`src/rtl/spi_mem_arbiter.sv`:
```
// spi_mem_arbiter: round-robin arbiter that shares one SPI memory master
// between NUM_REQ requesters. The winner's {addr, wr_data, wr} is latched
// onto the master interface, a one-cycle tr_start is issued, and the
// master's read data / error status are returned with a one-cycle req_done.
//
// Optional feature: define SPI_ARB_TIMEOUT_EN to enable a WAIT-state
// watchdog. If the master does not answer within TIMEOUT_CYC cycles, the
// transfer is completed with rsp_err = 1 and rsp_rdata = 0.
module spi_mem_arbiter #(
    parameter int NUM_REQ     = 4,
    parameter int ADDR_W      = 8,
    parameter int DATA_W      = 8,
    parameter int TIMEOUT_CYC = 1024
) (
    input  logic                      clk,
    input  logic                      rst_n,
    input  logic [NUM_REQ-1:0]        req_valid,
    input  logic [NUM_REQ*ADDR_W-1:0] req_addr,
    input  logic [NUM_REQ*DATA_W-1:0] req_wdata,
    input  logic [NUM_REQ-1:0]        req_wr,
    output logic [NUM_REQ-1:0]        req_grant,
    output logic [NUM_REQ-1:0]        req_done,
    output logic [DATA_W-1:0]         rsp_rdata,
    output logic                      rsp_err,
    output logic                      busy,
    output logic [ADDR_W-1:0]         ctrl_addr,
    output logic [DATA_W-1:0]         ctrl_wdata,
    output logic                      ctrl_wr,
    output logic                      ctrl_tr_start,
    input  logic                      ctrl_tr_done,
    input  logic [DATA_W-1:0]         ctrl_rdata,
    input  logic                      ctrl_spi_err
);

    localparam int IDX_W = (NUM_REQ > 1) ? $clog2(NUM_REQ) : 1;

    // Parameter guard rails, evaluated at elaboration.
    if (NUM_REQ < 2 || NUM_REQ > 8) begin : g_num_req_chk
        $error("spi_mem_arbiter: NUM_REQ must be in 2..8");
    end
    if (TIMEOUT_CYC < 2) begin : g_timeout_chk
        $error("spi_mem_arbiter: TIMEOUT_CYC must be at least 2");
    end

    typedef enum logic [1:0] {
        IDLE  = 2'd0,
        ISSUE = 2'd1,
        WAIT  = 2'd2,
        RESP  = 2'd3
    } state_t;

    state_t           state;
    logic [IDX_W-1:0] owner;
    logic [IDX_W-1:0] last_grant;
    logic [IDX_W-1:0] arb_pick;

`ifdef SPI_ARB_TIMEOUT_EN
    localparam int CNT_W = $clog2(TIMEOUT_CYC);
    logic [CNT_W-1:0] wait_cnt;
`endif

    // First requesting index strictly after 'last', wrapping around. The loop
    // runs from the farthest offset to the nearest so the nearest one wins.
    function automatic logic [IDX_W-1:0] rr_pick(input logic [NUM_REQ-1:0] vld,
                                                 input logic [IDX_W-1:0]   last);
        logic [IDX_W-1:0] pick;
        int               idx;
        pick = last;
        for (int off = NUM_REQ; off >= 1; off--) begin
            idx = int'(last) + off;
            if (idx >= NUM_REQ) begin
                idx = idx - NUM_REQ;
            end
            if (vld[idx]) begin
                pick = IDX_W'(idx);
            end
        end
        return pick;
    endfunction

    function automatic logic [NUM_REQ-1:0] one_hot(input logic [IDX_W-1:0] idx);
        logic [NUM_REQ-1:0] v;
        v      = '0;
        v[idx] = 1'b1;
        return v;
    endfunction

    // Only meaningful in IDLE when some req_valid bit is set.
    assign arb_pick = rr_pick(req_valid, last_grant);

    // Arbitration / transfer sequencing FSM; every output is a register here.
    always_ff @(posedge clk or negedge rst_n) begin
        if (!rst_n) begin
            state         <= IDLE;
            owner         <= '0;
            last_grant    <= IDX_W'(NUM_REQ - 1);
            req_grant     <= '0;
            req_done      <= '0;
            rsp_rdata     <= '0;
            rsp_err       <= 1'b0;
            busy          <= 1'b0;
            ctrl_addr     <= '0;
            ctrl_wdata    <= '0;
            ctrl_wr       <= 1'b0;
            ctrl_tr_start <= 1'b0;
`ifdef SPI_ARB_TIMEOUT_EN
            wait_cnt      <= '0;
`endif
        end else begin
            case (state)
                IDLE: begin
                    if (|req_valid) begin
                        owner         <= arb_pick;
                        req_grant     <= one_hot(arb_pick);
                        ctrl_addr     <= req_addr[int'(arb_pick)*ADDR_W +: ADDR_W];
                        ctrl_wdata    <= req_wdata[int'(arb_pick)*DATA_W +: DATA_W];
                        ctrl_wr       <= req_wr[arb_pick];
                        ctrl_tr_start <= 1'b1;
                        busy          <= 1'b1;
                        state         <= ISSUE;
                    end
                end

                ISSUE: begin
                    ctrl_tr_start <= 1'b0;
`ifdef SPI_ARB_TIMEOUT_EN
                    wait_cnt      <= '0;
`endif
                    state         <= WAIT;
                end

                WAIT: begin
                    // spi_err is only meaningful on the tr_done cycle.
                    if (ctrl_tr_done) begin
                        rsp_rdata <= ctrl_rdata;
                        rsp_err   <= ctrl_spi_err;
                        req_done  <= one_hot(owner);
                        state     <= RESP;
                    end
`ifdef SPI_ARB_TIMEOUT_EN
                    else if (wait_cnt == CNT_W'(TIMEOUT_CYC - 1)) begin
                        rsp_rdata <= '0;
                        rsp_err   <= 1'b1;
                        req_done  <= one_hot(owner);
                        state     <= RESP;
                    end else begin
                        wait_cnt  <= wait_cnt + CNT_W'(1);
                    end
`endif
                end

                RESP: begin
                    // The owner just served drops to lowest priority.
                    last_grant <= owner;
                    req_grant  <= '0;
                    req_done   <= '0;
                    rsp_rdata  <= '0;
                    rsp_err    <= 1'b0;
                    busy       <= 1'b0;
                    state      <= IDLE;
                end

                default: begin
                    state <= IDLE;
                end
            endcase
        end
    end

endmodule

```
`config.mk`:
```
export PLATFORM = sky130hd
export DESIGN_NAME = spi_mem_arbiter
export DESIGN_NICKNAME = d
export VERILOG_FILES = /design/src/rtl/spi_mem_arbiter.sv
export SDC_FILE = /design/constraint.sdc
export NUM_CORES = 1
export LEC_CHECK = 0
export CAP_MARGIN = 20
export CORE_ASPECT_RATIO = 0.9
export CORE_MARGIN = 8
export CORE_UTILIZATION = 45
export DETAILED_ROUTE_END_ITERATION = 8
export GPL_TIMING_DRIVEN = 0
export PLACE_DENSITY = 0.93
export SYNTH_ARGS = -nofsm -noshare
export SYNTH_HDL_FRONTEND = slang
export SYNTH_SLANG_ARGS = --single-unit
```
`constraint.sdc`:
```
create_clock -name clk -period 3.1 [get_ports clk]
set_clock_uncertainty 0.15 [all_clocks]
set_input_delay 0.465 -clock clk [delete_from_list [all_inputs] [get_ports clk]]
set_output_delay 0.465 -clock clk [all_outputs]
set_load 0.005 [all_outputs]
```
==> impl_metrics.json, run 1 <==
{
  "status": "completed",
  "start_util_pct": 45.7,
  "fmax_mhz": 414,
  "finalHoldViolations": 0,
  "path_common_cell": "a211oi_2",
  "critPathSlowestCell": "clkdlybuf4s50_1",
  "yosysWarnings": 0,
  "grt_pass1_vias": 2660,
  "dieArea_um2": 8350,
  "port_buffers": 119,
  "muxShareOfSynthArea_pct": 7.49,
  "timing.hold.ws_ns": 0.339,
  "crit_family": "buffers and inverters",
  "rrSetupSlack_ns": 0.85,
  "crit_arrival_ns": 2.48,
  "cp.depth": 8,
  "core-area_um2": 5600,
  "synthArstFlopShare_pct": 100,
  "r2r_start": "state[1]",
  "path_clk_slew_ns": 0.09,
  "routed_via_density": 5.42,
  "yosysSeqAreaShare_pct": 41.2,
  "cts.sinks": 42,
  "finalPower_mw": 3.49,
  "grt_pass1_wl_um": 13000,
  "synthFlopType": "dfrtp_1",
  "cts_tree": "yes",
  "cts_root_buf": "clkbuf_8",
  "worst-endpoint-required_ns": 3.16,
  "setup_tns_ns": 0,
  "fillers": 419,
  "yosys.area_share.simple_pct": 13.5,
  "p_per_area_nw_per_um2": 878,
  "synth_compound_area_share_pct": 27.2,
  "worst-r2r-cell-count": 8,
  "setup_viol_count_final": 0,
  "ys_ff_latch": 42,
  "stdcell_area_um2": 3970,
  "synth_area_um2": 2560,
  "hold_start": "req_done[0]",
  "stdcell_count": 452,
  "syn_area_per_cell_um2": 10.1,
  "cts-htree-levels": 2,
  "pin_count": 120,
  "start_kind": "input pin",
  "placed_area_um2": 3850,
  "wire_per_inst_um": 18.7,
  "finalCritPeriodShare_pct": 77.9,
  "synth_cell_types": 40,
  "dp.cells": 443,
  "holdPathStages": 2,
  "crit_path_end_kind": "flop",
  "hp-class": "reg2reg",
  "die_h_um": 87.5,
  "place_hpwl_um": 6550,
  "vias": 2449,
  "place_congestion": 0.746,
  "syn2layout_area_growth_pct": 55.5,
  "final_max_slew_viol_count": 0,
  "synth_top_family_by_area": "compound AO/OA/AOI/OAI gates",
  "fp.dieW_um": 95.4,
  "path_buf_inv": 3,
  "holdPathEnd": "req_done[0]",
  "fin_nets": 469,
  "p_leak_nw": 1.64,
  "cts_resized": 0,
  "irDropWorstVdd_mv": 0.536,
  "fin_util_pct": 71.0,
  "rsz0062_at_grt": "false",
  "synth_edf_count": 0,
  "rows": 26,
  "worst-slew-pin-transition_ns": 0.566,
  "drive_above_1_share_pct": 14.7,
  "r2r-end": "ctrl_addr[5]",
  "crit_path_cell_trace": "clkdlybuf4s50_1 -> nor4_2 -> nor2b_1 -> buf_2 -> nand3_4 -> buf_4 -> a211oi_2 -> a211oi_2",
  "layout_setup_ws_ns": 0.684,
  "drt_first_pass_iters": 4,
  "post-route-drc-count": 0,
  "synth-xor-area-share_pct": 0,
  "slew_headroom_pct": 62.2,
  "postRouteAntennaNets": 0,
  "antenna_found_initial": 0,
  "dr.first_iter.drc_count": 94,
  "yosys.area_share.adder_pct": 1.96,
  "register_area_um2": 1050,
  "crit_fanout": 10,
  "globalRouteTotalUtil_pct": 19.9,
  "crit_type": "in2reg",
  "ctsLongestPathBuffers": 2,
  "cts_buffers": 5,
  "antenna_cells": 0,
  "wl_um": 8440,
  "syn_inst": 253,
  "grt.overflow.total": 0,
  "syn_nets": 341,
  "maxCapViolCount": 0,
  "slowest_delay_ns": 0.50,
  "fin_crit_ns": 2.42,
  "place_ws_ns": 0.373,
  "multi_input_area_um2": 1280,
  "insertion_delay_ns": 0.30,
  "grt_start_max_net_pins": 35
}
-- routing by layer --
layer | share of wire [%] | global-route usage [%]
met1 | 37 | 21.2
met2 | 55 | 37.6
met3 | 7.0 | 4.48
met4 | 1.5 | 6.14
met5 | 0 | 0
-- how the worst max path moves through the flow --
| stage | startpoint | to |
|---|---|---|
| after CTS | req_valid[1] | ctrl_addr[4] |
| after floorplan | req_valid[2] | ctrl_addr[0] |
| after global placement | rst_n | ctrl_addr[0] |
| after detailed placement | req_valid[1] | ctrl_addr[4] |
| final | req_valid[1] | ctrl_addr[5] |
| after global routing | req_valid[1] | ctrl_addr[4] |
-- synthesized netlist by cell type, types with 3 or more instances --
| library cell | instances | area share (%) |
|---|---|---|
| a32o_1 | 4 | 1.6 |
| buf_2 | 3 | 0.59 |
| buf_12 | 3 | 2.3 |
| nor2_1 | 21 | 3.1 |
| o21ai_0 | 15 | 2.9 |
| a21o_1 | 3 | 0.88 |
| nand2_1 | 24 | 3.5 |
| a31oi_1 | 17 | 4.2 |
| dfrtp_1 | 40 | 39 |
| clkbuf_1 | 7 | 1.0 |
| nand2b_1 | 12 | 2.9 |
| mux2i_1 | 18 | 7.0 |
| a211oi_1 | 7 | 2.1 |
| a211oi_2 | 27 | 13 |
| inv_1 | 20 | 2.9 |
| ha_1 | 4 | 2.0 |
-- kinds of logic (layout without fill, tap and decap cells) --
logic type,count (synthesis),in the layout
buffers and inverters,38,167
DFF,42,42
muxes,19,19
adders and majority gates,4,4
and+or+nand+nor,69,69
AOI/OAI and AO/OA,81,81
-- final cells by class --
| cell class | count | share of cell area, % |
|---|---|---|
| multi-input combinational | 173 | 32.2 |
| inverter | 20 | 1.89 |
| clock inverter | 3 | 1.13 |
| clock buffer | 5 | 1.73 |
| timing repair buffer | 121 | 30.6 |
| sequential | 42 | 26.5 |
| tap | 70 | 2.20 |
| buffer | 18 | 3.68 |
-- where the power goes --
part / total (mW) / internal (mW) / leakage (nW) / switching [mW]
sequential: 0.994 / 0.822 / 0.501 / 0.172
clock: 0.455 / 0.240 / 0.0504 / 0.215
combinational: 2.04 / 1.05 / 1.09 / 0.989
-- layout by cell type (no fill, tap or decap), drive strengths merged, types with 2 or more instances in the layout --
master	netlist	final
a211oi	34	34
nand2b	12	12
clkdlybuf4s50	0	118
nor2b	2	2
inv	20	20
a21o	3	3
a21oi	2	2
ha	4	4
nand2	24	24
o21ai	17	17
buf	11	13
mux2i	18	18
a32o	4	4
clkbuf	7	12
dfstp	2	2
nand3	2	2
a31oi	18	18
dfrtp	40	40
clkinvlp	0	2
nor2	22	22
-- state kept, by name, indices dropped and copies added, names as in the netlist --
signal and count:
owner 2, busy 1, ctrl_wr 1, last_grant 2, rsp_rdata 8, state 2
req_grant 4, req_done 4, ctrl_addr 8, ctrl_wdata 8, ctrl_tr_start 1, rsp_err 1
-- repair_timing --
item | 4_1_cts | 5_1_grt
hold buffers | 1 | 0
buffers inserted | 0 | 0
endpoints found under the hold margin | 6 | 0
setup endpoints to repair | 0 | 0
-- worst register-to-register path: stages, from the launching register on --
cell and delay [ns]:
dfrtp_1 0.41, inv_1 0.12, ha_1 0.28, nor2b_1 0.15
buf_2 0.25, nand3_4 0.20, buf_4 0.25, a211oi_2 0.25
a211oi_2 0.07
No activity file was read; power rests on OpenSTA's default activity.
==> run 2: changes to the inputs <==
CORE_UTILIZATION = 42   (was 45)
PLACE_DENSITY = 0.88   (was 0.93)
clock period = 2.48 ns   (was 3.1 ns; I/O delays follow)
==> run 2 against run 1 <==
Critical path depth did not move; setup slack got worse by 0.52 ns; non-clock buffer count did not move; core utilization fell by 5.2 points; global-route usage fell by 1.2 points; via count fell by 0.90%; sequential share of layout area rose by 0.092 points; critical path type unchanged.
==> impl_metrics.json, run 2 (synthesized netlist as in run 1, its figures left out) <==
{
  "wire_per_inst_um": 18.0,
  "layout_common_cells": "clkdlybuf4s50_1 (118), dfrtp_1 (40), a211oi_2 (27)",
  "rows": 27,
  "globalRouteTotalUtil_pct": 18.7,
  "multi_input_area_um2": 1280,
  "antenna_found_initial": 0,
  "slew_headroom_pct": 60.5,
  "p_per_area_nw_per_um2": 1080,
  "cts_tree": "yes",
  "grt_start_max_net_pins": 27,
  "hp-class": "reg2reg",
  "post_cts_buffers": 0,
  "fp.dieW_um": 98.2,
  "path_clk_slew_ns": 0.09,
  "setup_viol_count_final": 0,
  "start_util_pct": 42.5,
  "rsz0062_at_grt": "false",
  "fin_crit_ns": 2.32,
  "fillers": 495,
  "postRouteAntennaNets": 0,
  "p_leak_nw": 1.64,
  "fin_util_pct": 65.9,
  "drive_above_1_share_pct": 14.7,
  "dr.first_iter.drc_count": 87,
  "crit_type": "in2reg",
  "largestRegisters": "ctrl_addr (8), ctrl_wdata (8), rsp_rdata (8)",
  "place_hpwl_um": 6420,
  "crit_path_cell_trace": "clkdlybuf4s50_1 -> nor4_2 -> nor2b_1 -> buf_2 -> nand3_4 -> buf_4 -> a211oi_2 -> a211oi_2",
  "wl_um": 8160,
  "cts.sinks": 42,
  "grt_pass1_vias": 2610,
  "dieArea_um2": 8840,
  "cts_resized": 0,
  "core-area_um2": 6010,
  "crit_arrival_ns": 2.39,
  "path_common_cell": "a211oi_2",
  "start_kind": "input pin",
  "die_h_um": 90.0,
  "slowest_delay_ns": 0.50,
  "irDropWorstVdd_mv": 0.524,
  "fin_nets": 469,
  "worst-endpoint-required_ns": 2.55,
  "vias": 2427,
  "finalHoldViolations": 0,
  "dp.cells": 445,
  "worst-slew-pin-transition_ns": 0.586,
  "path_buf_inv": 3,
  "fmax_mhz": 431,
  "pin_count": 120,
  "layout_commonest_cell": "clkdlybuf4s50_1",
  "routed_via_density": 5.35,
  "ctsLongestPathBuffers": 2,
  "syn2layout_area_growth_pct": 54.9,
  "post-route-drc-count": 0,
  "antenna_cells": 0,
  "status": "completed",
  "grt.overflow.total": 0,
  "finalCritPeriodShare_pct": 93.5,
  "insertion_delay_ns": 0.31,
  "grt_pass1_wl_um": 13400,
  "cts_root_buf": "clkbuf_8",
  "critPathSlowestCell": "clkdlybuf4s50_1",
  "port_buffers": 119,
  "maxCapViolCount": 0,
  "drt_first_pass_iters": 4,
  "register_area_um2": 1050,
  "stdcell_count": 454,
  "place_congestion": 0.802,
  "crit_family": "buffers and inverters",
  "cts-htree-levels": 2,
  "cts_buffers": 5,
  "final_max_slew_viol_count": 0,
  "crit_fanout": 10,
  "crit_path_end_kind": "flop"
}
==> run 2: per-stage QoR <==
step | setup TNS [ns] | setup slack [ns] | power [mW] | hold slack [ns] | instance area [um2]
after detailed placement | -1.79 | -0.154 | 3.80 | 0.185 | 3850
after global placement | -9.89 | -0.218 | 3.70 | 0.309 | 3840
after floorplan | 0 | 0.527 | 2.71 | -0.0736 | 2560
final | 0 | 0.162 | 4.27 | 0.332 | 3960
after global routing | 0 | 0.0272 | 4.58 | 0.363 | 3960
after CTS | 0 | 0.169 | 4.30 | 0.338 | 3960
==> run 2: final cells by class <==
type,count,share of cell area [%]
buffer,18,3.70
clock buffer,5,1.74
clock inverter,3,0.727
inverter,20,1.90
multi-input combinational,173,32.4
sequential,42,26.6
tap,72,2.27
timing repair buffer,121,30.7
==> run 2: path summary, 6_finish.rpt <==
path | depth (start not counted) | slack [ns] | startpoint | end
setup / recovery | 8 | 0.16 | req_valid[1] | ctrl_addr[4]
hold / removal | 1 | 0.33 | busy | busy
setup reg to reg | 8 | 0.22 | state[0] | ctrl_addr[4]
hold reg to reg | 1 | 0.33 | busy | busy
max in group asynchronous | 3 | 1.24 | rst_n | last_grant[0]
min in group asynchronous | 2 | 0.39 | rst_n | ctrl_addr[3]
==> run 2: power by group <==
| part | total, mW | switching (mW) | internal [mW] |
|---|---|---|---|
| clock network | 0.491 | 0.280 | 0.211 |
| registers | 1.23 | 0.207 | 1.03 |
| logic | 2.54 | 1.23 | 1.31 |
==> run 2: repair_timing <==
action,4_1_cts,5_1_grt
hold buffers,1,0
endpoints found under the hold margin,16,0
endpoints found under the setup margin,0,0
==> run 2: layer usage <==
layer,GRT usage [%],vias up,wire length (um)
met4,4.73,0,121
met1,21.2,1165,3310
met2,33.2,93,4120
met5,0,-,0
met3,5.78,12,607
li1,-,1157,-
